**config.mk**
```make
export PLATFORM = sky130hd
export DESIGN_NAME = rob_commit_unit
export DESIGN_NICKNAME = d
export VERILOG_FILES = /design/src/rtl/rob_commit_unit.sv
export SDC_FILE = /design/constraint.sdc
export NUM_CORES = 1
export LEC_CHECK = 0
export ABC_AREA = 1
export BUFFER_PORTS_ARGS = -buffer_cell sky130_fd_sc_hd__buf_2
export CORE_AREA = 2 2 260 262
export DETAILED_ROUTE_END_ITERATION = 10
export DIE_AREA = 0 0 262 264
export PLACE_DENSITY = 0.66
export SYNTH_ARGS = -nofsm -noshare
export SYNTH_HDL_FRONTEND = slang
export SYNTH_SLANG_ARGS = --single-unit
export TNS_END_PERCENT = 20
```
**constraint.sdc**
```tcl
create_clock -name clk_i -period 10.9 [get_ports clk_i]
set_clock_uncertainty 0.15 [all_clocks]
set_input_delay 1.09 -clock clk_i [delete_from_list [all_inputs] [get_ports clk_i]]
set_output_delay 1.09 -clock clk_i [all_outputs]
set_load 0.05 [all_outputs]
```
**src/rtl/rob_commit_unit.sv**
```systemverilog
// rob_commit_unit: in-order retirement engine.
// Tracks in-flight instructions by RRF tag, collects finish reports from the
// five execution pipes and retires the oldest finished entry, one per cycle.
// The completion outputs are registered so the consumer's combinational RRF
// read (addressed by completed_dst_rrftag_o) lines up with completed_we_o.
module rob_commit_unit #(
  parameter int RRF_NUM = 64,
  parameter int RRF_SEL = 6,
  parameter int REG_SEL = 5
) (
  input  logic               clk_i,
  input  logic               reset_i,
  // dispatch
  input  logic               dp_valid_i,
  input  logic [RRF_SEL-1:0] dp_rrftag_i,
  input  logic               dp_dst_en_i,
  input  logic [REG_SEL-1:0] dp_dstnum_i,
  // finish reports
  input  logic               fin_we_alu1_i,
  input  logic [RRF_SEL-1:0] fin_rrftag_alu1_i,
  input  logic               fin_we_alu2_i,
  input  logic [RRF_SEL-1:0] fin_rrftag_alu2_i,
  input  logic               fin_we_ldst_i,
  input  logic [RRF_SEL-1:0] fin_rrftag_ldst_i,
  input  logic               fin_we_mul_i,
  input  logic [RRF_SEL-1:0] fin_rrftag_mul_i,
  input  logic               fin_we_branch_i,
  input  logic [RRF_SEL-1:0] fin_rrftag_branch_i,
  // flush
  input  logic               kill_i,
  // completion interface
  output logic [1:0]         com_inst_num_o,
  output logic               completed_we_o,
  output logic [REG_SEL-1:0] completed_dstnum_o,
  output logic [RRF_SEL-1:0] completed_dst_rrftag_o,
  // status
  output logic [RRF_SEL-1:0] comptr_o,
  output logic [RRF_SEL:0]   occupancy_o,
  output logic               empty_o,
  output logic               proto_err_o
);

  // Per-entry status bits live in flat vectors so they can be cleared in one
  // shot by reset or kill; the payload fields never need clearing.
  logic [RRF_NUM-1:0] valid_q, valid_d;
  logic [RRF_NUM-1:0] finished_q, finished_d;
  logic [RRF_NUM-1:0] fin_hit;
  logic               dst_en_q [RRF_NUM];
  logic [REG_SEL-1:0] dstnum_q [RRF_NUM];

  logic [RRF_SEL-1:0] comptr_q, comptr_d;
  logic [RRF_SEL:0]   occupancy_q, occupancy_d;
  logic               com_inst_q;
  logic               completed_we_q;
  logic [REG_SEL-1:0] completed_dstnum_q;
  logic [RRF_SEL-1:0] completed_dst_rrftag_q;
  logic               proto_err_q;

  logic dp_accept;
  logic dp_conflict;
  logic commit_ok;
  logic commit_fire;

  // One decoder per entry: any finish port naming this tag marks a hit.
  // Multiple ports on the same tag simply OR together.
  for (genvar gi = 0; gi < RRF_NUM; gi++) begin : g_fin_dec
    assign fin_hit[gi] =
        (fin_we_alu1_i   && (fin_rrftag_alu1_i   == RRF_SEL'(gi))) ||
        (fin_we_alu2_i   && (fin_rrftag_alu2_i   == RRF_SEL'(gi))) ||
        (fin_we_ldst_i   && (fin_rrftag_ldst_i   == RRF_SEL'(gi))) ||
        (fin_we_mul_i    && (fin_rrftag_mul_i    == RRF_SEL'(gi))) ||
        (fin_we_branch_i && (fin_rrftag_branch_i == RRF_SEL'(gi)));
  end

  // A dispatch onto a live entry is a protocol violation and is dropped.
  assign dp_accept   = dp_valid_i && !valid_q[dp_rrftag_i];
  assign dp_conflict = dp_valid_i &&  valid_q[dp_rrftag_i];

  // Oldest entry retires once it is both valid and finished; kill overrides.
  assign commit_ok   = valid_q[comptr_q] && finished_q[comptr_q];
  assign commit_fire = commit_ok && !kill_i;

  // Next-state of the status vectors: finish, then retire, then dispatch so a
  // same-cycle dispatch leaves its entry unfinished; kill wipes everything.
  always_comb begin
    valid_d    = valid_q;
    finished_d = finished_q | (fin_hit & valid_q);
    if (commit_ok) begin
      valid_d[comptr_q]    = 1'b0;
      finished_d[comptr_q] = 1'b0;
    end
    if (dp_accept) begin
      valid_d[dp_rrftag_i]    = 1'b1;
      finished_d[dp_rrftag_i] = 1'b0;
    end
    if (kill_i) begin
      valid_d    = '0;
      finished_d = '0;
    end
  end

  // Pointer and occupancy bookkeeping; comptr survives kill because the
  // allocator is flushed to the same position.
  always_comb begin
    comptr_d    = commit_fire ? comptr_q + RRF_SEL'(1) : comptr_q;
    occupancy_d = occupancy_q;
    if (kill_i) begin
      occupancy_d = '0;
    end else if (dp_accept && !commit_fire) begin
      occupancy_d = occupancy_q + (RRF_SEL+1)'(1);
    end else if (!dp_accept && commit_fire) begin
      occupancy_d = occupancy_q - (RRF_SEL+1)'(1);
    end
  end

  // Status, pointer and completion registers with asynchronous reset.
  always_ff @(posedge clk_i or posedge reset_i) begin
    if (reset_i) begin
      valid_q                <= '0;
      finished_q             <= '0;
      comptr_q               <= '0;
      occupancy_q            <= '0;
      com_inst_q             <= 1'b0;
      completed_we_q         <= 1'b0;
      completed_dstnum_q     <= '0;
      completed_dst_rrftag_q <= '0;
      proto_err_q            <= 1'b0;
    end else begin
      valid_q        <= valid_d;
      finished_q     <= finished_d;
      comptr_q       <= comptr_d;
      occupancy_q    <= occupancy_d;
      com_inst_q     <= commit_fire;
      completed_we_q <= commit_fire && dst_en_q[comptr_q];
      if (commit_fire) begin
        completed_dstnum_q     <= dstnum_q[comptr_q];
        completed_dst_rrftag_q <= comptr_q;
      end
      if (dp_conflict && !kill_i) begin
        proto_err_q <= 1'b1;
      end
    end
  end

  // Destination payload, captured on an accepted dispatch; only read while
  // the matching valid bit is set, so it needs no reset.
  always_ff @(posedge clk_i) begin
    if (dp_accept && !kill_i) begin
      dst_en_q[dp_rrftag_i] <= dp_dst_en_i;
      dstnum_q[dp_rrftag_i] <= dp_dstnum_i;
    end
  end

  assign com_inst_num_o         = {1'b0, com_inst_q};
  assign completed_we_o         = completed_we_q;
  assign completed_dstnum_o     = completed_dstnum_q;
  assign completed_dst_rrftag_o = completed_dst_rrftag_q;
  assign comptr_o               = comptr_q;
  assign occupancy_o            = occupancy_q;
  assign empty_o                = (occupancy_q == '0);
  assign proto_err_o            = proto_err_q;

endmodule

```
==> results of run 1 <==
## worst register-to-register path: cells and delay by family, from the launching register on
family                 cells  cell delay, ns
buffers and inverters      5            2.15
AO/OA/AOI/OAI              1            0.19
AND/OR/NAND/NOR            9            1.71
flip-flops                 1            0.36
## state kept, by name (all words and copies together) (netlist names), 5 cells and up
| signal | cells |
|---|---|
| completed_dstnum_o | 5 |
| completed_dst_rrftag_o | 6 |
| dstnum_q | 320 |
| finished_q | 64 |
| valid_q | 64 |
| dst_en_q | 64 |
| occupancy_o | 7 |
| comptr_o | 6 |
## worst min path at each step
stage / end / slack (ns) / cells past startpoint
2_1_floorplan: finished_q[7] / 0.35 / 2
3_3_place_gp: proto_err_o / 0.30 / 1
3_5_place_dp: proto_err_o / 0.31 / 1
4_1_cts: proto_err_o / 0.33 / 1
5_1_grt: proto_err_o / 0.35 / 1
6_report: proto_err_o / 0.32 / 1
## cell usage after synthesis, types with 3 or more instances
| cell | n |
|---|---|
| a211oi_1 | 25 |
| a21oi_1 | 105 |
| a221oi_1 | 42 |
| a22o_1 | 14 |
| a22oi_1 | 36 |
| and3_1 | 3 |
| buf_1 | 18 |
| buf_2 | 32 |
| buf_4 | 9 |
| buf_6 | 4 |
| clkbuf_1 | 74 |
| clkinv_1 | 7 |
| dfrtp_1 | 155 |
| edfxtp_1 | 384 |
| ha_1 | 6 |
| inv_1 | 272 |
| inv_2 | 9 |
| nand2_1 | 835 |
| nand2_2 | 4 |
| nand3_1 | 90 |
| nand4_1 | 28 |
| nor2_1 | 287 |
| nor2_2 | 5 |
| nor2_4 | 4 |
| nor3_1 | 59 |
| nor3_2 | 4 |
| o2111a_1 | 14 |
| o211ai_1 | 7 |
| o21a_1 | 5 |
| o21ai_0 | 143 |
| o21ai_1 | 17 |
| o21bai_1 | 10 |
| o221ai_1 | 10 |
| o22a_1 | 6 |
| o22ai_1 | 132 |
| o2bb2ai_1 | 9 |
| o31a_1 | 6 |
| o31ai_1 | 5 |
| xor2_1 | 8 |
## area by class of cell
class	count	share of cell area, %
Antenna cell	2	0.01694
Timing Repair Buffer	128	2.600
Multi-Input combinational cell	1935	31.57
Sequential cell	539	52.15
Clock buffer	62	4.670
Clock inverter	38	1.617
Tap cell	873	3.696
Inverter	288	3.675
## through the flow
step	instances	hold WS [ns]	util [%]	instance area [µm²]
detailed placement	3763	0.3113	41.59	27690
global placement	3763	0.3039	41.59	27690
CTS	3863	0.3277	44.39	29540
global route	3865	0.3537	44.39	29550
floorplan	2899	0.3474	-	26410
finish	3865	0.3188	44.39	29550
## power groups by stage
stage	logic (mW)	clock network, mW	registers (mW)
final	0.248	1.98	2.22
after global placement	0.242	0	2.26
after CTS	0.242	1.99	2.22
after global routing	0.263	2.07	2.22
after floorplan	0.118	0	2.28
after detailed placement	0.240	0	2.26
## metal layers
layer / vias to the layer above / wire length [µm]
li1: 10070 / -
met1: 10990 / 40040
met2: 1485 / 42480
met3: 220 / 10870
met4: 8 / 4682
met5: - / 69
## cell families (layout without fill, tap and decap cells)
logic type	after synthesis	after routing	synth area share, %
fa+ha+maj	7	7	0.3600
flops	539	539	58.35
xor+xnor	8	8	0.2653
simple gates	1326	1326	20.22
compound gates	593	593	14.35
buf+inv	425	516	6.434
other cells	1	3	0.01420
==> summary.md, run 1 <==
| Metric | Value |
|---|---|
| Status | `finished clean` |
| Die area | `69170 µm²` |
| Synth cell types | `50` |
| Crit start category | `input pin` |
| Overall power | `4.450 mW` |
| Fin. Hold Viols | `0` |
| Share of the synthesized area in the top cell type | `43.66%` |
| Core box area | `66560 µm²` |
| Reg power frac | `49.9%` |
| Yosys Warn Count | `0` |
| First-pass GRT wire length | `143300 µm` |
| Cell taking the most area after synthesis | `edfxtp_1` |
| DRC Markers | `0` |
| FFs w/ async S/R, synth | `28.76%` |
| Cell breakdown of the critical path | `buf_2, inv_2, nand2_1, nand2_1, nand2_1, nand2_1, nand2_1, nand2_1, nand2_1, nand2_1, nor2_1, nand3_1, buf_4, nor2_1, inv_1, nor2_1, inv_1, nor2_1` |
| Met1 usage in global routing | `40.51%` |
| Initial DRC count | `3596` |
| P_sw | `1.042 mW` |
| Layout area overhead | `11.89%` |
| Clock latency at the later pin of the worst-skew pair | `0.62 ns` |
| Initial Util | `39.68%` |
| Crit Path Class | `input pin to flop` |
| Seq/Total Area, Yosys | `58.35%` |
| Main flop type after synthesis | `edfxtp_1` |
| Largest cells by area after synthesis | `edfxtp_1, dfrtp_1, nand2_1` |
| Crit path max fanout | `51` |
| Worst path slowest cell | `buf_2` |
| Die Y | `264 µm` |
| Site row count | `95` |
| Num CTS Buffers | `53` |
| Final Max Tran Viols | `0` |
| Nets | `3003` |
| Slew @ Worst Pin | `1.100 ns` |
| IO Count | `80` |
| Leak Pwr | `11.50 nW` |
| Sequential Area | `15410 µm²` |
| First-pass DRT Iterations | `6` |
| Worst setup path start | `dp_rrftag_i[0]` |
| Avg Cell Area, Syn | `9.110 µm²` |
| CTS max path bufs | `3` |
| #FFs+latches synth | `539` |
| Vias in the first global route | `21100` |
| Mapped Area | `26410 µm²` |
| Initial antenna violation count | `6` |
| Most frequent cells in the layout | `nand2_1, edfxtp_1, nor2_1` |
| Cell Int Power | `3.408 mW` |
| Top Family by Delay on Critical Path | `simple AND/OR/NAND/NOR gates` |
| GRT Residual Overflow | `0` |
| Die X | `262 µm` |
| Reg2Reg Launch Point | `comptr_o[1]` |
| GRT met3 Usage | `4.980%` |
| Post-route ant nets | `0` |
| RSZ-0062 raised after global routing | `false` |
| Final GP Congestion | `1.045` |
| Max-Cap Viols | `0` |
| EDFF count, synth | `384` |
| Grt peak-use layer | `met2` |
| Multi-input logic area | `9329 µm²` |
| WL final | `98140 µm` |
| Logic pwr share | `5.6%` |
| Post-CTS sizing | `0` |
| Slew headroom | `26.67%` |
| CP bufs+invs | `5` |
| CTS clk-pin slew, worst paths | `0.06 ns` |
| Clock power frac | `44.6%` |
| WP depth | `18` |
| Total global-route track usage | `28.10%` |
| R2R cell count | `15` |
| Final Worst Setup Slack | `6.078 ns` |
| Post-CTS Setup Bufs | `0` |
| Fill count | `6465` |
| Fin Setup TNS | `0 ns` |
| H-tree depth | `2` |
| CP endpoint kind | `flop` |
| Layout cells sized above 1 | `8.361%` |
| Crit path DAT | `4.92 ns` |
| Syn nets | `2957` |
| Hold/Removal Path Class | `flop to flop` |
| Top cell by count, worst path | `nand2_1` |
| CTS tree | `yes` |
| Critical path endpoint | `dstnum_q[35][4]` |
| Port bufs | `78` |
| # hold bufs at CTS | `0` |
| Net Sw Frac | `23.42%` |
| Reg2reg setup slack | `6.28 ns` |
| Most common cell after layout, fill and taps aside | `nand2_1` |
| End of the worst register-to-register path | `completed_dstnum_o[0]` |
| Routed wire per std cell | `25.39 µm` |
| CTS sink count | `539` |
| Slowest Stage Delay on Critical Path | `0.69 ns` |
| Fmax achieved | `207.4 MHz` |
| Pwr dens | `150.6 nW/µm²` |
| Setup violators final | `0` |
| Dpl ws | `5.613 ns` |
| Vias | `22780` |
| Minimum clock period | `4.822 ns` |
| Root Driver | `clkbuf_16` |
| Cells after synthesis | `2899` |
| Final period util | `44.23%` |
| Maximum vdd drop | `0.1273 mV` |
| Hold Startpoint | `proto_err_o` |
| Largest net degree at the start of global routing | `97` |
| WP data required | `11.00 ns` |
| Grt met2 use | `41.49%` |
| Via density | `5.894` |
| Dpl hpwl | `67400 µm` |
Note: power is estimated with default switching activity, not from simulation.
==> run 2, diff against run 1 <==
--- a/config.mk
+++ b/config.mk
@@ -5,11 +5,11 @@
 export SDC_FILE = /design/constraint.sdc
 export NUM_CORES = 1
 export LEC_CHECK = 0
-export ABC_AREA = 1
+export ABC_AREA = 0
 export BUFFER_PORTS_ARGS = -buffer_cell sky130_fd_sc_hd__buf_2
-export CORE_AREA = 2 2 260 262
+export CORE_AREA = 2 2 255 257
 export DETAILED_ROUTE_END_ITERATION = 10
-export DIE_AREA = 0 0 262 264
+export DIE_AREA = 0 0 257 259
 export PLACE_DENSITY = 0.66
 export SYNTH_ARGS = -nofsm -noshare
 export SYNTH_HDL_FRONTEND = slang
==> constraint.sdc (replaced) <==
create_clock -name clk_i -period 4.9 [get_ports clk_i]
set_clock_uncertainty 0.15 [all_clocks]
set_input_delay 0.49 -clock clk_i [delete_from_list [all_inputs] [get_ports clk_i]]
set_output_delay 0.49 -clock clk_i [all_outputs]
set_load 0.05 [all_outputs]
==> summary.md, run 2 <==
| Metric | Value |
|---|---|
| IO Count | `80 (unchanged)` |
| Port bufs | `78 (unchanged)` |
| WP data required | `5.25 ns (-5.75 ns)` |
| Vias in the first global route | `20220 (-4.2%)` |
| Final period util | `95.69%` |
| Dpl hpwl | `69410 µm (+3.0%)` |
| Layout Utilization | `45.27% (+0.87 points)` |
| First-pass GRT wire length | `144500 µm (+0.86%)` |
| CTS clk-pin slew, worst paths | `0.06 ns (about the same)` |
| Total global-route track usage | `29.62% (+1.5 points)` |
| Most flops, register | `dstnum_q` |
| Pwr dens | `344.0 nW/µm² (+130%)` |
| Initial Util | `39.54% (-0.13 points)` |
| # hold bufs at CTS | `0 (unchanged)` |
| Fmax achieved | `213.3 MHz` |
| FFs w/ async S/R, synth | `28.76% (unchanged)` |
| Post-route ant nets | `0 (unchanged)` |
| N_diodes | `0 (-2)` |
| Layout area overhead | `14.48%` |
| R2R cell count | `16 (+1)` |
| Mapped Area | `25260 µm² (-4.4%)` |
| Leak Pwr | `9.718 nW (-16%)` |
| Die area | `66560 µm² (-3.8%)` |
| CTS sink count | `539 (unchanged)` |
| Yosys Warn Count | `0 (unchanged)` |
| Slew @ Worst Pin | `1.426 ns (+0.3261 ns)` |
| Die Y | `259 µm (-1.9%)` |
| Final GP Congestion | `1.051 (+0.58%)` |
| Layout cells sized above 1 | `15.51% (+7.2 points)` |
| Share of the synthesized area in the top cell type | `45.65% (+2.0 points)` |
| Top-count cell post-synth | `edfxtp_1` |
| Die X | `257 µm (-1.9%)` |
| Max-Cap Viols | `0 (unchanged)` |
| Syn nets | `2207 (-25%)` |
| Via density | `6.724 (+14%)` |
| Initial antenna violation count | `3 (-3)` |
| First-pass DRT Iterations | `6 (unchanged)` |
| CTS tree | `yes` |
| Largest net degree at the start of global routing | `156 (+61%)` |
| Clock latency at the later pin of the worst-skew pair | `0.65 ns (+0.03 ns)` |
| Cell taking the most area after synthesis | `edfxtp_1` |
| Dpl ws | `0.1897 ns (-5.424 ns)` |
| Crit path max fanout | `12 (-76%)` |
| Final hold slack | `-0.04348 ns (-0.3623 ns)` |
| WL final | `100900 µm (+2.8%)` |
| Crit start category | `flop` |
| H-tree depth | `2 (unchanged)` |
| Status | `finished with violations` |
| Final Worst Setup Slack | `0.2112 ns (-5.867 ns)` |
| Initial DRC count | `3152 (-12%)` |
| Fin. Hold Viols | `10 (+10)` |
| Main flop type after synthesis | `edfxtp_1` |
| Crit path DAT | `5.04 ns (+0.12 ns)` |
| DRC Markers | `0 (unchanged)` |
| Synth cell types | `80 (+60%)` |
| EDFF count, synth | `384 (unchanged)` |
| Slew headroom | `4.931% (-22 points)` |
| Failing checks | `hold timing` |
| Num CTS Buffers | `55 (+3.8%)` |
| Most common cell after layout, fill and taps aside | `edfxtp_1` |
| Site row count | `93 (-2.1%)` |
| Setup violators final | `0 (unchanged)` |
| Vias | `21090 (-7.4%)` |
| Most common library cells after synthesis | `edfxtp_1, nor2_1, o22ai_1` |
| Hold/Removal Path Class | `input pin to async pin` |
| Core box area | `63880 µm² (-4.0%)` |
| Nets | `2295 (-24%)` |
| Root Driver | `clkbuf_16` |
| Routed wire per std cell | `32.17 µm (+27%)` |
| #FFs+latches synth | `539 (unchanged)` |
| Cells after synthesis | `2149 (-26%)` |
| CTS max path bufs | `3 (unchanged)` |
| Minimum clock period | `4.689 ns` |
| Maximum vdd drop | `0.3480 mV (+170%)` |
| Largest cells by area after synthesis | `edfxtp_1, dfrtp_1, o22ai_1` |
| Avg Cell Area, Syn | `11.75 µm² (+29%)` |
| CP endpoint kind | `flop` |
| RSZ-0062 raised after global routing | `false` |
| Final Max Tran Viols | `0 (unchanged)` |
| Seq/Total Area, Yosys | `61.00% (+2.7 points)` |
| GRT Residual Overflow | `0 (unchanged)` |
| Max reg flops | `320 (unchanged)` |
| Crit Path Class | `flop to flop` |
| Most frequent cells in the layout | `edfxtp_1, nor2_1, o22ai_1` |
run 2: logic make-up after synthesis:
family	share of synthesized area, %
compound gates	19.63
simple gates	12.19
flops	61.00
buf+inv	3.680
mux	2.794
xor+xnor	0.3120
fa+ha+maj	0.3764
other cells	0.01485
run 2: path summary, 6_finish.rpt:
kind / slack [ns] / to / start
hold reg to reg: 0.35 / completed_dst_rrftag_o[3] / completed_dst_rrftag_o[3]
setup reg to reg: 0.21 / occupancy_o[6] / comptr_o[0]
hold / removal: -0.04 / finished_q[45] / reset_i
min in group clk_i: 0.13 / proto_err_o / dp_valid_i
setup / recovery: 0.21 / occupancy_o[6] / comptr_o[0]
max in group asynchronous: 3.90 / comptr_o[0] / reset_i
run 2: power breakdown:
group / total (mW) / internal [mW] / switching (mW)
clock: 4.33 / 2.51 / 1.82
combinational: 0.679 / 0.170 / 0.509
sequential: 4.94 / 4.92 / 0.0248
total: 9.95 / 7.60 / 2.35
run 2: routing by layer:
layer / share of wire (%) / vias up / global-route usage (%)
met1: 38 / 10590 / 38.31
met4: 7.0 / 6 / 18.06
li1: - / 8707 / -
met5: 0.036 / - / 0
met3: 10 / 350 / 6.122
met2: 45 / 1438 / 45.95
run 2: per-stage QoR:
step                      hold WS, ns  setup TNS (ns)  instances  instance area, µm²  power [mW]
after floorplan                0.3369         -0.1448       2149               25270       5.376
after global placement         0.3381               0       3034               27000       5.691
after detailed placement       0.3434               0       3034               27000       5.697
after CTS                    0.003712               0       3136               28890       9.971
after global routing          0.06268               0       3137               28920       10.19
final                        -0.04348               0       3137               28920       9.947
run 2: final cells by class:
class | count | area [µm²]
fillers | 5797 | 34960
flip-flops and latches | 539 | 15420
multi-input cells | 1385 | 8959
clock buffers | 76 | 1525
repair buffers | 204 | 1386
well taps | 855 | 1070
clock inverters | 26 | 361.6
inverters | 52 | 198.9
run 2: critical path, stage by stage, from the launching register on:
cell and delay (ns):
dfrtp_4 0.57, buf_4 0.21, and2_0 0.28, a22o_1 0.28, a222oi_1 0.36, o221ai_1 0.20
or4b_4 0.62, nand2_8 0.09, o21ai_1 0.15, fa_1 0.45, a21oi_1 0.15, nor2_1 0.05
nor2_1 0.16, o21bai_1 0.08, a21oi_1 0.17, mux2i_1 0.23, mux2_2 0.35
run 2: repair_timing:
item / in CTS / in global routing
resized for setup: 0 / 6
endpoints found under the setup margin: 0 / 1
buffers inserted: 0 / 1
